## config.mk

```make
export PLATFORM = sky130hd
export DESIGN_NAME = dat_controller_mb
export DESIGN_NICKNAME = d
export VERILOG_FILES = /design/src/rtl/dat_pkg.sv /design/src/rtl/dat_watchdog.sv /design/src/rtl/dat_controller_mb.sv
export SDC_FILE = /design/constraint.sdc
export NUM_CORES = 1
export LEC_CHECK = 0
export BUFFER_PORTS_ARGS = -buffer_cell sky130_fd_sc_hd__buf_2
export CAP_MARGIN = 25
export CORE_ASPECT_RATIO = 2
export CORE_MARGIN = 8
export CORE_UTILIZATION = 40
export CTS_CLUSTER_SIZE = 8
export DETAILED_ROUTE_END_ITERATION = 6
export HOLD_SLACK_MARGIN = 0.03
export PLACE_DENSITY_LB_ADDON = 0.05
export SYNTH_ARGS = -nofsm -noshare
export SYNTH_HDL_FRONTEND = slang
export SYNTH_SLANG_ARGS = --single-unit
```

## constraint.sdc

```tcl
create_clock -name clock -period 2.65 [get_ports clock]
set_input_delay 0.3975 -clock clock [delete_from_list [all_inputs] [get_ports clock]]
set_output_delay 0.3975 -clock clock [all_outputs]
set_load 0.05 [all_outputs]
```

## src/rtl/dat_pkg.sv

```systemverilog
// Shared types for the multi-block DAT line controller: state encoding, default widths
// and the per-state output decode.
package dat_pkg;

  localparam int unsigned DAT_BLK_CNT_W   = 8;
  localparam int unsigned DAT_TIMEOUT_W   = 16;
  localparam int unsigned DAT_TIMEOUT_MAX = 16'hFFFF;

  typedef enum logic [2:0] {
    IDLE       = 3'd0,
    CMD        = 3'd1,
    CHECK_FIFO = 3'd2,
    TRANSMIT   = 3'd3,
    ACK        = 3'd4
  } dat_state_e;

  typedef struct packed {
    logic busy;
    logic strobe;
    logic ack;
    logic wr;
    logic rd;
  } dat_out_t;

  // Direction flags span CMD through the last ACK; unused encodings decode to all-zero.
  function automatic dat_out_t dat_decode(input dat_state_e state, input logic dir_write);
    dat_out_t out;
    out = '0;
    case (state)
      CMD: begin
        out.busy   = 1'b1;
        out.strobe = 1'b1;
      end
      CHECK_FIFO: out.busy = 1'b1;
      TRANSMIT: begin
        out.busy   = 1'b1;
        out.strobe = 1'b1;
      end
      ACK: begin
        out.busy = 1'b1;
        out.ack  = 1'b1;
      end
      default: out = '0;
    endcase
    out.wr = out.busy & dir_write;
    out.rd = out.busy & ~dir_write;
    return out;
  endfunction

endpackage

```

## src/rtl/dat_watchdog.sv

```systemverilog
// Per-phase watchdog: counts cycles while enabled, restarts on clear, flags expiry one
// cycle before the count would reach TIMEOUT_MAX so the phase lasts exactly TIMEOUT_MAX cycles.
module dat_watchdog
  import dat_pkg::*;
#(
  parameter int unsigned TIMEOUT_W   = DAT_TIMEOUT_W,
  parameter int unsigned TIMEOUT_MAX = DAT_TIMEOUT_MAX
) (
  input  logic clock,
  input  logic reset,
  input  logic i_clear,
  input  logic i_enable,
  output logic o_expire
);

  localparam logic [TIMEOUT_W-1:0] LastCount = TIMEOUT_W'(TIMEOUT_MAX - 1);

  logic [TIMEOUT_W-1:0] r_count;

  assign o_expire = i_enable && (r_count == LastCount);

  always_ff @(posedge clock or negedge reset) begin
    if (!reset) begin
      r_count <= '0;
    end else if (i_clear) begin
      r_count <= '0;
    end else if (i_enable && !o_expire) begin
      r_count <= r_count + TIMEOUT_W'(1);
    end
  end

endmodule

```

## src/rtl/dat_controller_mb.sv

```systemverilog
// Multi-block DAT line controller: CMD once, then CHECK_FIFO/TRANSMIT/ACK per block.
// Optional per-phase watchdog enabled by defining DAT_CTRL_TIMEOUT_EN.
module dat_controller_mb
  import dat_pkg::*;
#(
  parameter int unsigned BLK_CNT_W   = DAT_BLK_CNT_W,
  parameter int unsigned TIMEOUT_W   = DAT_TIMEOUT_W,
  parameter int unsigned TIMEOUT_MAX = DAT_TIMEOUT_MAX
) (
  input  logic                 clock,
  input  logic                 reset,
  input  logic                 writeRead,
  input  logic                 newDat,
  input  logic [BLK_CNT_W-1:0] block_count,
  input  logic                 abort,
  input  logic                 serial_ready,
  input  logic                 complete,
  input  logic                 ack_in,
  input  logic                 fifo_okay,
  output logic                 busy,
  output logic                 write_Data,
  output logic                 read_Data,
  output logic                 transfer_complete,
  output logic [BLK_CNT_W-1:0] blocks_done,
  output logic                 error,
  output logic                 strobe_out,
  output logic                 ack_out
);

  if (BLK_CNT_W == 0 || TIMEOUT_W == 0 || TIMEOUT_MAX == 0) begin : g_bad_cfg
    $error("dat_controller_mb: widths and TIMEOUT_MAX must be non-zero");
  end

  dat_state_e           r_state, w_next_state;
  logic [BLK_CNT_W-1:0] r_count, w_count_nxt;
  logic [BLK_CNT_W-1:0] r_blocks_done, w_blocks_done_nxt, w_blocks_inc;
  logic                 r_dir, w_dir_nxt;
  logic                 w_error, w_last_ack, w_expire;
  dat_out_t             w_out;

  logic r_busy, r_write, r_read, r_tc, r_error, r_strobe, r_ack;

`ifdef DAT_CTRL_TIMEOUT_EN
  logic w_state_change, w_wd_enable;

  assign w_state_change = (w_next_state != r_state);
  assign w_wd_enable    = (r_state != IDLE);

  dat_watchdog #(
    .TIMEOUT_W  (TIMEOUT_W),
    .TIMEOUT_MAX(TIMEOUT_MAX)
  ) u_watchdog (
    .clock   (clock),
    .reset   (reset),
    .i_clear (w_state_change),
    .i_enable(w_wd_enable),
    .o_expire(w_expire)
  );
`else
  assign w_expire = 1'b0;
`endif

  assign w_blocks_inc = r_blocks_done + BLK_CNT_W'(1);

  always_comb begin
    w_next_state      = r_state;
    w_count_nxt       = r_count;
    w_dir_nxt         = r_dir;
    w_blocks_done_nxt = r_blocks_done;
    w_error           = 1'b0;
    w_last_ack        = 1'b0;

    // Abort and watchdog expiry outrank every other input; blocks_done is kept for readback.
    if (r_state != IDLE && (abort || w_expire)) begin
      w_next_state = IDLE;
      w_error      = 1'b1;
    end else begin
      case (r_state)
        IDLE: begin
          if (newDat) begin
            if (block_count != '0) begin
              w_next_state      = CMD;
              w_dir_nxt         = writeRead;
              w_count_nxt       = block_count;
              w_blocks_done_nxt = '0;
            end else begin
              w_error = 1'b1;
            end
          end
        end
        CMD:        if (serial_ready) w_next_state = CHECK_FIFO;
        CHECK_FIFO: if (fifo_okay)    w_next_state = TRANSMIT;
        TRANSMIT:   if (complete)     w_next_state = ACK;
        ACK: begin
          if (ack_in) begin
            w_blocks_done_nxt = w_blocks_inc;
            if (w_blocks_inc == r_count) begin
              w_next_state = IDLE;
              w_last_ack   = 1'b1;
            end else begin
              w_next_state = CHECK_FIFO;
            end
          end
        end
        default: w_next_state = IDLE;
      endcase
    end

    w_out = dat_decode(w_next_state, w_dir_nxt);
  end

  always_ff @(posedge clock or negedge reset) begin
    if (!reset) begin
      r_state       <= IDLE;
      r_count       <= '0;
      r_dir         <= 1'b0;
      r_blocks_done <= '0;
      r_busy        <= 1'b0;
      r_write       <= 1'b0;
      r_read        <= 1'b0;
      r_tc          <= 1'b0;
      r_error       <= 1'b0;
      r_strobe      <= 1'b0;
      r_ack         <= 1'b0;
    end else begin
      r_state       <= w_next_state;
      r_count       <= w_count_nxt;
      r_dir         <= w_dir_nxt;
      r_blocks_done <= w_blocks_done_nxt;
      r_busy        <= w_out.busy;
      r_write       <= w_out.wr;
      r_read        <= w_out.rd;
      r_tc          <= w_last_ack;
      r_error       <= w_error;
      r_strobe      <= w_out.strobe;
      r_ack         <= w_out.ack;
    end
  end

  assign busy              = r_busy;
  assign write_Data        = r_write;
  assign read_Data         = r_read;
  assign transfer_complete = r_tc;
  assign blocks_done       = r_blocks_done;
  assign error             = r_error;
  assign strobe_out        = r_strobe;
  assign ack_out           = r_ack;

endmodule

```

==> results list <==
- Status: completed
- Clock latency reported for the late side of the worst-skew pair: 0.27 ns
- In this run the remaining antenna-violating nets after routing total 0.
* DR vias: 1211
* Most common flop cell mapped by yosys: dfrtp_1
- Cell count after synthesis: 142
* IO Count: 32
* Number of CTS-inserted buffers: 3
- The routed design has 3.68 mm of wire.
* Hold buffer count at cts: 0
- Initial Utilization: 41.1%
- CTS built an H-tree with a depth of 1.
* Mean instance size in the synthesized netlist: 10.3 um^2
* Number of core rows: 31
* Layout cell share with drive strength beyond 1: 31.4%
* Number of nets in the layout: 191
- The number of antenna diodes in the final layout is 0.
- Leaving out fill and tap cells, the most frequent cell in the layout is buf_2.
* CTS Root Cell: clkbuf_8
- STA puts the critical path data required time at 2.79 ns.
- For this run, the share of the core covered by cells in the final layout is 47.4%.
- Highest net fanout along the worst path: 7
- The worst setup path is of the reg -> reg kind.
* Pleak: 0.769 nW
* Clock transition at the registers of the reported paths: 0.10 ns
- I/O Buffers: 31
- Layout area overhead: 15.4%
- Antenna violations before repair: 0
- The path class of the tightest hold or removal check is in -> async.
* Final critical-path setup slack: 0.453 ns
- Yosys printed 0 warnings.
- STA classifies the critical path endpoint as a flop.
- In the final timing run, aggregate negative setup slack is 0 ns.
* CTS Sinks: 27
- The count of final max-slew check failures was 0.
* Placed Cells incl. Taps: 217
- At the pin with the least slew margin, the transition time is 0.628 ns.
- Clock tree buffer depth: 2
- Entering global routing, the biggest net connects 28 pins.
- Die H: 102 um
- Cts repair resizes: 0
- Max-cap check violation count: 0
* Critical Path Start Type: flop
* Most frequent cells in the layout: buf_2 (31), dfrtp_1 (27), o21ai_0 (13), nand2_1 (8), mux2_2 (8)
- Core Region: 0.00357 mm^2
- Period minus WS final: 2.20 ns
- Before CTS, the worst setup slack after placement is 0.385 ns.
- Setup violations remaining at the end of the flow were counted as 0.
* Remaining design rule violation count: 0
- Once the clock tree was built, the setup fixing pass inserted 0 buffers.
- DR pass1 iterations: 4
* FF+latch count, synth: 27
- For this block, the initial DRC count from the detailed router was 22.
* RSZ-0062 raised after global routing: no
* Post-Route Skew: 0.00461 ns
- Area of the die: 0.00598 mm^2
- Global routing consumed, over all layers together, 13.1% of the routing resources.
* Number of global-route vias before repair: 1314
- Placer's final routability congestion estimate: 0.878
* Post-route non-filler standard cell count: 221
- CP arrival: 2.34 ns
- For this run, asynchronously set or reset flops after synthesis account for 100%.
- Vias per cell: 5.48
- Grt total ovfl: 0
- In this run the horizontal extent of the chip is 58.8 um.
- DPL Wire Length: 2.98 mm
- Highest Clock Rate: 455 MHz
- Sequential share of the synthesized area: 46.1%
* Final cycle utilization of the critical path: 82.9%
- Measured against its own limit, the worst slew margin works out to 57.7%.
- The layout has 384 filler cells.
- Final Hold Fails: 0
* Count of different cell masters after synthesis: 39
* First-pass GRT wire length: 6.06 mm
- The number of nets in the synthesized netlist is 160.
- Overall power consumption after layout is estimated at 1.40 mW.
- TritonCTS built the clock tree.
* Total standard cell area after synthesis: 0.00147 mm^2
- Count of flip-flops with a built-in enable after synthesis: 0
* Pwr Density: 829 mW/mm^2
- In the final routed layout, each cell accounts on average for 16.6 um.
* Peak supply drop: 0.417 mV
==> worst paths after layout <==
path	from	to	slack (ns)	depth (start not counted)
hold reg to reg	r_count[1]	r_count[1]	0.53	1
hold / removal	reset	blocks_done[2]	0.11	1
setup / recovery	blocks_done[0]	busy	0.45	6
max in group asynchronous	reset	transfer_complete	2.15	1
setup reg to reg	blocks_done[0]	busy	0.45	6
min in group clock	block_count[0]	r_count[0]	0.37	2
==> power breakdown <==
part | switching (mW) | internal, mW
clock | 0.131 | 0.107
sequential | 0.0949 | 0.524
combinational | 0.319 | 0.228
==> cell type report <==
class                           instances  area [um^2]  share of cell area (%)
Multi-Input combinational cell        105          726                    42.9
Inverter                                3         11.3                   0.665
Clock buffer                            3         41.3                    2.44
Sequential cell                        27          676                    39.9
Tap cell                               49         61.3                    3.62
Clock inverter                          1         7.51                   0.443
Timing Repair Buffer                   33          170                    10.1
==> cells in the mapped netlist, types with 2 or more instances <==
master / number / area, um^2
dfrtp_1: 27 / 676
o21ai_0: 13 / 65.1
mux2_2: 8 / 90.1
nand2_1: 8 / 30.0
nor2_1: 7 / 26.3
o31ai_1: 6 / 45.0
xnor2_1: 6 / 52.6
a21oi_1: 5 / 25.0
xor2_1: 5 / 43.8
buf_2: 4 / 20.0
nand3_1: 4 / 20.0
nor3_1: 4 / 20.0
buf_6: 3 / 33.8
inv_1: 3 / 11.3
nor4_1: 3 / 18.8
o21ai_1: 3 / 15.0
a21boi_0: 2 / 15.0
and3_1: 2 / 12.5
nand2b_1: 2 / 12.5
nand3b_1: 2 / 15.0
nand4_1: 2 / 12.5
nor2b_1: 2 / 12.5
nor3_2: 2 / 20.0
o311a_1: 2 / 20.0
or3_1: 2 / 12.5
or4_1: 2 / 15.0
==> cells by family after synthesis <==
kind of cell,share of synthesized area [%]
AO/OA/AOI/OAI,16.3
flip-flops,46.1
multiplexers,6.83
buffers and inverters,4.44
XOR/XNOR,6.57
AND/OR/NAND/NOR,18.9
adder cells (fa/ha/maj),0.853
==> state kept, by name, indices dropped and copies added (netlist names) <==
signal	cells
read_Data	1
blocks_done	8
ack_out	1
r_count	8
transfer_complete	1
error	1
write_Data	1
r_dir	1
r_state	3
strobe_out	1
busy	1
==> layer usage <==
metal	share of wire [%]	routed length [um]	GRT usage, %	vias up
li1	-	-	-	576
met1	35	1270	13.0	595
met2	59	2170	24.7	28
met3	3.0	110	1.91	12
met4	3.2	118	6.49	0
met5	0	0	0	-
==> worst max-delay path, stage by stage (launching register included) <==
cell and delay, ns:
dfrtp_1 0.46, ha_1 0.30, and4_4 0.20, a2111oi_2 0.34
o21ai_1 0.12, nor4_1 0.49, o21ai_0 0.15
==> through the flow <==
step                      area [um^2]  hold slack (ns)
after floorplan                  1470            0.102
final                            1690            0.110
after detailed placement         1640            0.447
after global placement           1640            0.444
after CTS                        1690            0.139
after global routing             1690            0.154
Power figures use the tool's default switching activity.
